[src/rtl/encoder_pkg.sv]
// rtl/encoder_pkg.sv - shared types and rotated-index mapping for one-hot encoders
package encoder_pkg;

  typedef enum logic [1:0] {
    ST_IDLE  = 2'd0,
    ST_HELD  = 2'd1,
    ST_FAULT = 2'd2
  } enc_state_t;

  typedef enum logic [1:0] {
    CLS_ZERO    = 2'd0,
    CLS_VALID   = 2'd1,
    CLS_INVALID = 2'd2
  } enc_class_t;

  localparam int MODE_STRICT = 0;

  // Bit position -> address, (bit_idx - zero_bit) mod n without going negative.
  function automatic int rot_index(input int bit_idx, input int zero_bit, input int n);
    int sum;
    sum = bit_idx + n - zero_bit;
    if (sum >= n) sum = sum - n;
    return sum;
  endfunction

endpackage

[src/rtl/onehot_index_map.sv]
// rtl/onehot_index_map.sv - combinational classifier and rotated index of a one-hot vector
module onehot_index_map
  import encoder_pkg::*;
#(
  parameter int N_IN     = 15,
  parameter int ZERO_BIT = N_IN - 1,
  parameter int MODE     = 0,
  parameter int ADDR_W   = $clog2(N_IN)
) (
  input  logic [N_IN-1:0]   vec,
  output logic [ADDR_W-1:0] idx,
  output enc_class_t        cls
);

  logic any_set;
  logic multi_set;

  always_comb begin
    idx       = '0;
    cls       = CLS_VALID;
    any_set   = 1'b0;
    multi_set = 1'b0;
    // Scan high to low so the lowest set bit leaves the final index.
    for (int i = N_IN - 1; i >= 0; i--) begin
      if (vec[i]) begin
        multi_set = multi_set | any_set;
        any_set   = 1'b1;
        idx       = ADDR_W'(rot_index(i, ZERO_BIT, N_IN));
      end
    end
    if (!any_set) begin
      cls = CLS_ZERO;
    end else if (multi_set && MODE == MODE_STRICT) begin
      cls = CLS_INVALID;
    end
  end

endmodule

[src/rtl/onehot_stable_encoder.sv]
// rtl/onehot_stable_encoder.sv - stability-filtered registered one-hot to rotated binary encoder
module onehot_stable_encoder
  import encoder_pkg::*;
#(
  parameter int N_IN       = 15,
  parameter int ZERO_BIT   = N_IN - 1,
  parameter int MODE       = 0,
  parameter int STABLE_CYC = 4,
  localparam int ADDR_W    = $clog2(N_IN)
) (
  input  logic              clk,
  input  logic              rst,
  input  logic              en,
  input  logic [N_IN-1:0]   addr_in,
  output logic [ADDR_W-1:0] addr_out,
  output logic              addr_valid,
  output logic              addr_strobe,
  output logic              err_strobe
);

  localparam int CNT_W = $clog2(STABLE_CYC + 1);
  localparam logic [CNT_W-1:0] CNT_MAX = CNT_W'(STABLE_CYC);

  logic [N_IN-1:0]   in_q, cand_q, cand_d;
  logic [CNT_W-1:0]  cnt_q, cnt_d;
  enc_state_t        state_q, state_d;
  logic [ADDR_W-1:0] map_idx, addr_d;
  enc_class_t        map_cls;
  logic              differs, commit, astb_d, estb_d;

  always_comb begin
    cand_d = cand_q;
    cnt_d  = cnt_q;
    if (in_q != cand_q) begin
      cand_d = in_q;
      cnt_d  = CNT_W'(1);
    end else if (cnt_q != CNT_MAX) begin
      cnt_d = cnt_q + 1'b1;
    end
  end

  // Classify the candidate as it will be after this edge, so the commit
  // lands on the same edge the run count saturates.
  onehot_index_map #(
    .N_IN    (N_IN),
    .ZERO_BIT(ZERO_BIT),
    .MODE    (MODE),
    .ADDR_W  (ADDR_W)
  ) u_map (
    .vec(cand_d),
    .idx(map_idx),
    .cls(map_cls)
  );

  always_comb begin
    state_d = state_q;
    addr_d  = addr_out;
    astb_d  = 1'b0;
    estb_d  = 1'b0;
    differs = 1'b1;
    case (state_q)
      ST_IDLE:  differs = (map_cls != CLS_ZERO);
      ST_HELD:  differs = (map_cls != CLS_VALID) || (map_idx != addr_out);
      ST_FAULT: differs = (map_cls != CLS_INVALID);
      default:  differs = 1'b1;
    endcase
    // A live strobe defers the next commit a cycle so pulses never run together.
    commit = en && (cnt_d == CNT_MAX) && differs && !(addr_strobe || err_strobe);
    if (commit) begin
      case (map_cls)
        CLS_ZERO: state_d = ST_IDLE;
        CLS_VALID: begin
          state_d = ST_HELD;
          addr_d  = map_idx;
          astb_d  = 1'b1;
        end
        CLS_INVALID: begin
          state_d = ST_FAULT;
          estb_d  = 1'b1;
        end
        default: state_d = state_q;
      endcase
    end
  end

  always_ff @(posedge clk) begin
    if (rst) begin
      in_q        <= '0;
      cand_q      <= '0;
      cnt_q       <= '0;
      state_q     <= ST_IDLE;
      addr_out    <= '0;
      addr_strobe <= 1'b0;
      err_strobe  <= 1'b0;
    end else begin
      addr_strobe <= astb_d;
      err_strobe  <= estb_d;
      if (en) begin
        in_q     <= addr_in;
        cand_q   <= cand_d;
        cnt_q    <= cnt_d;
        state_q  <= state_d;
        addr_out <= addr_d;
      end
    end
  end

  assign addr_valid = (state_q == ST_HELD);

endmodule

[config.mk]
export PLATFORM = sky130hd
export DESIGN_NAME = onehot_stable_encoder
export DESIGN_NICKNAME = d
export VERILOG_FILES = /design/src/rtl/encoder_pkg.sv /design/src/rtl/onehot_index_map.sv /design/src/rtl/onehot_stable_encoder.sv
export SDC_FILE = /design/constraint.sdc
export NUM_CORES = 1
export LEC_CHECK = 0
export CORE_MARGIN = 5
export CORE_UTILIZATION = 60
export CTS_BUF_LIST = sky130_fd_sc_hd__clkbuf_8
export DETAILED_ROUTE_END_ITERATION = 10
export PLACE_DENSITY = 0.83
export SYNTH_ARGS = -nofsm -noshare
export SYNTH_HDL_FRONTEND = slang
export SYNTH_HIERARCHICAL = 1
export SYNTH_SLANG_ARGS = --single-unit
[constraint.sdc]
create_clock -name clk -period 7.9 [get_ports clk]
set_input_delay 0.79 -clock clk [delete_from_list [all_inputs] [get_ports clk]]
set_output_delay 0.79 -clock clk [all_outputs]
set_load 0.1 [all_outputs]
# Word level (Yosys, flattened, before mapping)
# Cells that the tools add are included.
[totals]
regBits = 41
in_bits = 18
output_inout_bits = 7
elab_cells = 97
[classes]
add_sub_neg = 1
n_eq_ne = 10
n_mux = 52
bitwise_logic = 14
reduce_logical = 13
[ops]
columns = ["op", "count"]
rows = [
  ["4-bit 2-to-1 mux", 14],
  ["1-bit 2-to-1 mux", 31],
  ["15-bit 2-to-1 mux", 1],
  ["15-bit inequality test", 1],
  ["1-bit bitwise OR", 13],
  ["3-bit 2-to-1 mux", 2],
  ["2-bit case mux with 3 select lines", 1],
  ["3-bit AND reduction", 2],
  ["2-bit by 1-bit equality test with 1-bit output (second input constant)", 2],
  ["2-bit equality test (second input constant)", 2],
  ["2-bit zero test", 2],
  ["2-bit 2-to-1 mux", 2],
  ["4-bit inequality test", 1],
  ["3-bit by 1-bit adder with 3-bit output (second input constant)", 1],
  ["3-bit equality test (second input constant)", 1],
  ["1-bit logical AND", 3],
  ["3-bit inequality test (second input constant)", 1],
  ["1-bit case mux with 3 select lines", 1],
  ["3-bit nonzero test", 1],
  ["1-bit logical OR", 2],
  ["2-bit by 1-bit inequality test with 1-bit output (second input constant)", 1],
  ["2-bit inequality test (second input constant)", 1],
  ["2-bit nonzero test", 1],
  ["2-bit OR reduction", 1],
  ["2 further kinds", 2],
]

# Longest topological paths before layout
[logic_depth]
depth_word = 39
mapped_depth = 12
ltp_nobuf = 10

# Cells and area by module
# Netlist, hierarchy kept.
[modules_own_cells]
columns = ["module", "n_inst", "cells_per_inst", "area_per_inst_um2", "seq_area_each_um2"]
rows = [
  ["onehot_stable_encoder", 1, 203, 1884.3, 820.8],
  ["onehot_index_map", 1, 47, 289.0, 0.0],
]

# Worst setup path before layout
# Ideal clock, no wire load.
[synth_path]
path_type = "register -> register"
from = "register in_q[11]"
to = "register state_q[1]"
setup_ns = 0.119
t_arrival_ns = 2.759
required_time_ns = 7.781
slack_ns = 5.022
stages_incl_launch_ff = 12
path_buffers = 2
synth_period_minus_slack_ns = 2.878
cell_sequence = "dfxtp_1 clkbuf_1 or4_4 a211oi_2 o21a_1 o2111ai_1 nor3_1 or3_1 and3_1 buf_2 nand3_1 o221a_1"
[synth_between]
elab_cells_between_ends = 77
classes_between = "7 x eq/ne; 49 x mux; 13 x bitwise; 8 x reduce/logical"
[synth_rtl]
columns = ["item", "line_no", "source"]
rows = [
  ["start, declared", "onehot_stable_encoder.sv:24", "logic [N_IN-1:0] in_q, cand_q, cand_d;"],
  ["start signal, assigned", "onehot_stable_encoder.sv:99", "in_q <= addr_in;"],
  ["15-bit inequality test", "onehot_stable_encoder.sv:34", "if (in_q != cand_q) begin"],
  ["15-bit 2-to-1 mux (*)", "onehot_stable_encoder.sv:34", ""],
  ["net cand_d[11]", "onehot_stable_encoder.sv:24", ""],
  ["1-bit 2-to-1 mux", "onehot_index_map.sv:25", "if (vec[i]) begin"],
  ["1-bit bitwise OR", "onehot_index_map.sv:26", "multi_set = multi_set | any_set;"],
  ["1-bit 2-to-1 mux", "onehot_index_map.sv:25", ""],
  ["1-bit bitwise OR", "onehot_index_map.sv:26", ""],
  ["1-bit 2-to-1 mux", "onehot_index_map.sv:25", ""],
  ["[18 not listed]", "n/a", ""],
  ["2-bit 2-to-1 mux", "onehot_index_map.sv:33", "end else if (multi_set && MODE == MODE_STRICT) begin"],
  ["2-bit 2-to-1 mux (*)", "onehot_index_map.sv:31", "if (!any_set) begin"],
  ["net map_cls[0]", "onehot_stable_encoder.sv:28", "enc_class_t map_cls;"],
  ["2-bit by 1-bit inequality test with 1-bit output", "onehot_stable_encoder.sv:63", "ST_HELD: differs = (map_cls != CLS_VALID) || (map_idx != addr_out);"],
  ["1-bit logical OR", "onehot_stable_encoder.sv:63", ""],
  ["1-bit case mux with 3 select lines", "onehot_stable_encoder.sv:61", "case (state_q)"],
  ["1-bit logical AND (2 in series)", "onehot_stable_encoder.sv:68", "commit = en && (cnt_d == CNT_MAX) && differs && !(addr_strobe || err_strobe);"],
  ["3-bit AND reduction (no line)", "n/a", ""],
  ["end signal, assigned", "onehot_stable_encoder.sv:102", "state_q <= state_d;"],
  ["end, declared", "onehot_stable_encoder.sv:26", "enc_state_t state_q, state_d;"],
]
# The timed path passes the listed nets; every way through them passes the cells marked *.
# A chain may end at the register's enable or synchronous reset.

# Final worst setup path
[layout_path]
from = "register in_q[10]"
to = "register state_q[1]"
[layout_between]
elab_chain_cells = 38
elab_cells_between_ends = 77
classes_between = "7 x eq/ne; 49 x mux; 13 x bitwise; 8 x reduce/logical"
[layout_lines]
columns = ["item", "line_no"]
rows = [
  ["15-bit inequality test", "onehot_stable_encoder.sv:34"],
  ["15-bit 2-to-1 mux (*)", "onehot_stable_encoder.sv:34"],
  ["1-bit 2-to-1 mux (2 in series)", "onehot_index_map.sv:25"],
  ["1-bit bitwise OR", "onehot_index_map.sv:26"],
  ["1-bit 2-to-1 mux", "onehot_index_map.sv:25"],
  ["1-bit bitwise OR", "onehot_index_map.sv:26"],
  ["1-bit 2-to-1 mux", "onehot_index_map.sv:25"],
  ["1-bit bitwise OR", "onehot_index_map.sv:26"],
  ["[21 not listed]", "n/a"],
  ["2-bit 2-to-1 mux", "onehot_index_map.sv:33"],
  ["2-bit 2-to-1 mux (*)", "onehot_index_map.sv:31"],
  ["net map_cls[0]", "onehot_stable_encoder.sv:28"],
  ["2-bit by 1-bit inequality test with 1-bit output", "onehot_stable_encoder.sv:63"],
  ["1-bit logical OR", "onehot_stable_encoder.sv:63"],
  ["1-bit case mux with 3 select lines", "onehot_stable_encoder.sv:61"],
  ["1-bit logical AND (2 in series)", "onehot_stable_encoder.sv:68"],
  ["3-bit AND reduction (no line)", "n/a"],
]
# Marked as above.

==> impl_results.rst <==
.. list-table::
   :header-rows: 1

   * - Metric
     - Value
   * - Min-Delay Startpoint
     - addr_out[0]
   * - Pleak
     - 0.9507 nW
   * - Shortest clock period the worst path allows after layout
     - 3.234 ns
   * - Share of flip-flops with an asynchronous set or reset
     - 0%
   * - Share of final-layout standard cells stronger than drive strength 1
     - about 5.1%
   * - Routed vias
     - ~1,700
   * - # hold bufs at CTS
     - 0
   * - Number of global-route vias before repair
     - 1,610
   * - Average footprint of a synthesized cell
     - a little under 9 µm²
   * - Global-route met1 utilization
     - between 20% and 30%
   * - Hold path cells
     - 2
   * - Worst Reg-to-Reg Cells
     - 9
   * - Initial standard-cell utilization of the core
     - roughly 64%
   * - Deepest clock path buffer count
     - 2
   * - Setup Fix Bufs, Post-CTS
     - 0
   * - Antenna violations before repair
     - 0
   * - Met2 usage in global routing
     - 30.22%
   * - Largest clock skew in the final design
     - 0.005292 ns
   * - Run status
     - completed
   * - Cell area reported after detailed placement
     - about 2400 µm²
   * - Slowest CP cell
     - nor3_1
   * - Wire length of the first global-routing pass
     - 7155 µm
   * - # DRC
     - 0
   * - Summed instance area of the synthesized netlist
     - between 2000 and 2500 µm²
   * - Post-synthesis cell type count
     - 46
   * - Global-route met3 utilization
     - 4.304%
   * - Insertion delay of the later-clocked pin in the worst-skew pair
     - 0.29 ns
   * - Max capacitance violation total
     - 0
   * - Total Wirelength
     - 4243 µm
   * - Class of the most critical hold timing path
     - reg -> reg
   * - IO Pins
     - 25
   * - Weighted congestion at the end of routability-driven global placement
     - 0.8411
   * - Worst setup EP type
     - flop
   * - Maximum number of pins on one net before global-route repair
     - 42
   * - Achievable Freq
     - 309.3 MHz
   * - Delay-heaviest family, CP
     - simple AND/OR/NAND/NOR gates
   * - Final Cycle Share
     - approximately two fifths
   * - Syn_nets
     - 270
   * - Final hold violations
     - 0
   * - Internal power summed over all cells
     - 0.3203 mW
   * - Placed Instances
     - about 300
   * - Floorplan Core Area
     - 3416 µm²
   * - Register share of total power
     - 51.7%
   * - Post-route cell area
     - about 2500 µm²
   * - YS warnings
     - 6
   * - Summed negative setup slack over all endpoints
     - 0 ns
   * - Longest individual stage delay on the worst path
     - roughly 0.65 ns
   * - Area growth, synth to finish
     - 13.18%
   * - Number of synthesized register bits
     - 41
   * - TritonCTS clock tree
     - done
   * - Proportion of total power due to net switching
     - between 20% and 30%
   * - Crit Path Class
     - reg -> reg
   * - CTS clock-pin slew for the worst setup and hold paths
     - 0.07 ns
   * - Max-slew violation count
     - 0
   * - Detailed-routing iteration count for the pre-antenna-repair pass
     - 4
   * - Vertical die dimension
     - approximately 70 µm
   * - Relative contribution of the clock network to total power
     - 30.2%
   * - Sequential cell area fraction in the yosys report
     - 37.77%
   * - Required time reported for the critical path endpoint
     - about 8.1 ns
   * - RR Endpoint
     - state_q[1]
   * - Die span in x
     - 70.19 µm
   * - TritonCTS Sinks
     - 41
   * - Worst EP arrival
     - around 3.4 ns
   * - Final setup fails
     - 0
   * - Number of buffer cells added on primary ports
     - 24
   * - Endpoint of the worst hold-timing path
     - addr_out[0]
   * - Clock H-tree levels
     - 2
   * - Combined global-route utilization of all metal layers
     - 17.74%
   * - Worst reg2reg path startpoint
     - in_q[10]
   * - Worst Path Buf+Inv
     - 0
   * - P per Cell Area
     - 179.3 nW/µm²
   * - Number of gates given a new drive strength after cts
     - 0
   * - Area of the die
     - 4926 µm²
   * - Switching power
     - 0.1208 mW
   * - Unrepaired setup endpoints after global routing
     - false
   * - Critical path cell sequence
     - nor4_2 > nand3b_1 > o31ai_1 > o2111ai_1 > nor3_1 > or3_1 > and3_1 > nand3_1 > o221a_1
   * - Most instantiated flip-flop cell in the synthesis netlist
     - dfxtp_1
   * - HPWL after detailed placement
     - 2931 µm
   * - Routed vias/inst
     - between 5 and 6
   * - Tightest Pin Transition
     - between 0.9 and 1 ns
   * - Routed WL per cell
     - 14.05 µm
   * - Non-filler cells in the finished layout
     - 302
   * - Flop-to-flop setup slack
     - 4.67 ns
   * - Nets
     - 276
   * - Max-slew headroom at the worst pin
     - 34.95%
   * - Part of the power in combinational logic
     - ~18%
   * - Drt initial violations
     - 105
   * - GRT overflow
     - 0
   * - Cells after Synth
     - 250
   * - Clock tree root driver cell
     - clkbuf_8
   * - GRT busiest layer
     - met2
   * - Highest ir drop seen on vdd
     - roughly 160 µV
   * - Launching element type of the critical path
     - flop
   * - Antenna cell count
     - 0
   * - CP max FO
     - 10
   * - Number of enable flip-flop cells after synthesis
     - 0
   * - Remaining antenna violation count after routing
     - 0
   * - Number of buffers inserted during clock tree synthesis
     - 5
   * - Standard-cell row count
     - 21
[how the worst max path moves through the flow]
stage                        start    endpoint  slack (ns)  cells past startpoint
after floorplan           in_q[11]  state_q[1]        5.02                     11
after global placement    in_q[10]  state_q[1]        4.87                      9
after detailed placement  in_q[10]  state_q[1]        4.84                      9
after CTS                 in_q[10]  state_q[1]        4.71                      9
after global routing      in_q[10]  state_q[1]        4.45                      9
final                     in_q[10]  state_q[1]        4.67                      9
[final cells by class]
type | count | area [µm²]
Tap cell | 46 | 57.56
Inverter | 6 | 22.52
Clock inverter | 1 | 3.754
Multi-Input combinational cell | 177 | 1230
Clock buffer | 6 | 82.58
Timing Repair Buffer | 25 | 242.7
Sequential cell | 41 | 820.8
Fill cell | 281 | 955.9
[cell families after synthesis]
family	after synthesis	synth area share [%]
compound gates	38	12.38
xor+xnor	20	8.060
fa+ha+maj	3	1.612
buf+inv	32	5.642
flops	41	37.77
mux	30	13.82
simple gates	86	20.73
[cells in the mapped netlist, types with 2 or more instances]
library cell	count	area (µm²)
nor2_1	42	157.7
dfxtp_1	41	820.8
mux2i_1	30	300.3
clkbuf_1	24	90.09
xnor2_1	16	140.1
a21oi_1	11	55.05
nor3_1	10	50.05
nand4_1	9	56.30
inv_1	6	22.52
o31ai_1	6	45.04
nand2_1	4	15.01
xor2_1	4	35.03
a211oi_1	3	22.52
a21o_1	3	22.52
nand2b_1	3	18.77
buf_2	2	10.01
ha_1	2	25.02
nand3_1	2	10.01
nand3b_1	2	15.01
nor4_1	2	12.51
o22ai_1	2	12.51
or3_1	2	12.51
[worst register-to-register path, stage by stage (launching register included)]
cell       delay [ns]
dfxtp_1          0.42
nor4_2           0.43
nand3b_1         0.22
o31ai_1          0.24
o2111ai_1        0.16
nor3_1           0.65
or3_1            0.23
and3_1           0.30
nand3_1          0.17
o221a_1          0.30
[layer usage]
metal	vias to the layer above	part of all wire, %
li1	884	-
met1	799	47
met2	37	47
met3	7	4.6
met4	0	1.3
met5	-	0
[cell usage in the layout, fill, tap and decap left out, types with 2 or more instances in the layout]
cell	Yosys	layout
a211oi_1	3	3
a21o_1	3	3
a21oi_1	11	11
clkbuf_8	0	6
clkdlybuf4s50_1	0	23
dfxtp_1	41	41
ha_1	2	2
inv_1	6	7
mux2i_1	30	30
nand2_1	4	4
nand2b_1	3	3
nand3_1	2	2
nand3b_1	2	2
nand4_1	9	9
nor2_1	42	42
nor3_1	10	10
nor4_1	2	2
o22ai_1	2	2
o31ai_1	6	6
or3_1	2	2
xnor2_1	16	16
xor2_1	4	4
[power groups by stage]
stage,combinational (mW),clock (mW),sequential (mW)
after detailed placement,0.0789,0,0.232
final,0.0802,0.133,0.228
after global routing,0.0883,0.144,0.229
after global placement,0.0782,0,0.232
after floorplan,0.0675,0,0.225
after CTS,0.0802,0.136,0.228
[sequential cells by signal, summed over array words and instances (netlist names)]
register / flops
cand_q: 15
in_q: 15
addr_out: 4
cnt_q: 3
state_q: 2
addr_strobe: 1
err_strobe: 1
[through the flow]
step	hold slack [ns]	utilization [%]	worst slack, ns	power, mW
final	0.4982	72.01	4.666	0.4411
after global routing	0.5245	72.01	4.450	0.4623
after CTS	0.4990	72.01	4.707	0.4434
after detailed placement	0.4892	69.49	4.837	0.3112
after global placement	0.4817	69.49	4.865	0.3102
after floorplan	0.4820	-	5.022	0.2925
Power figures use the tool's default switching activity.
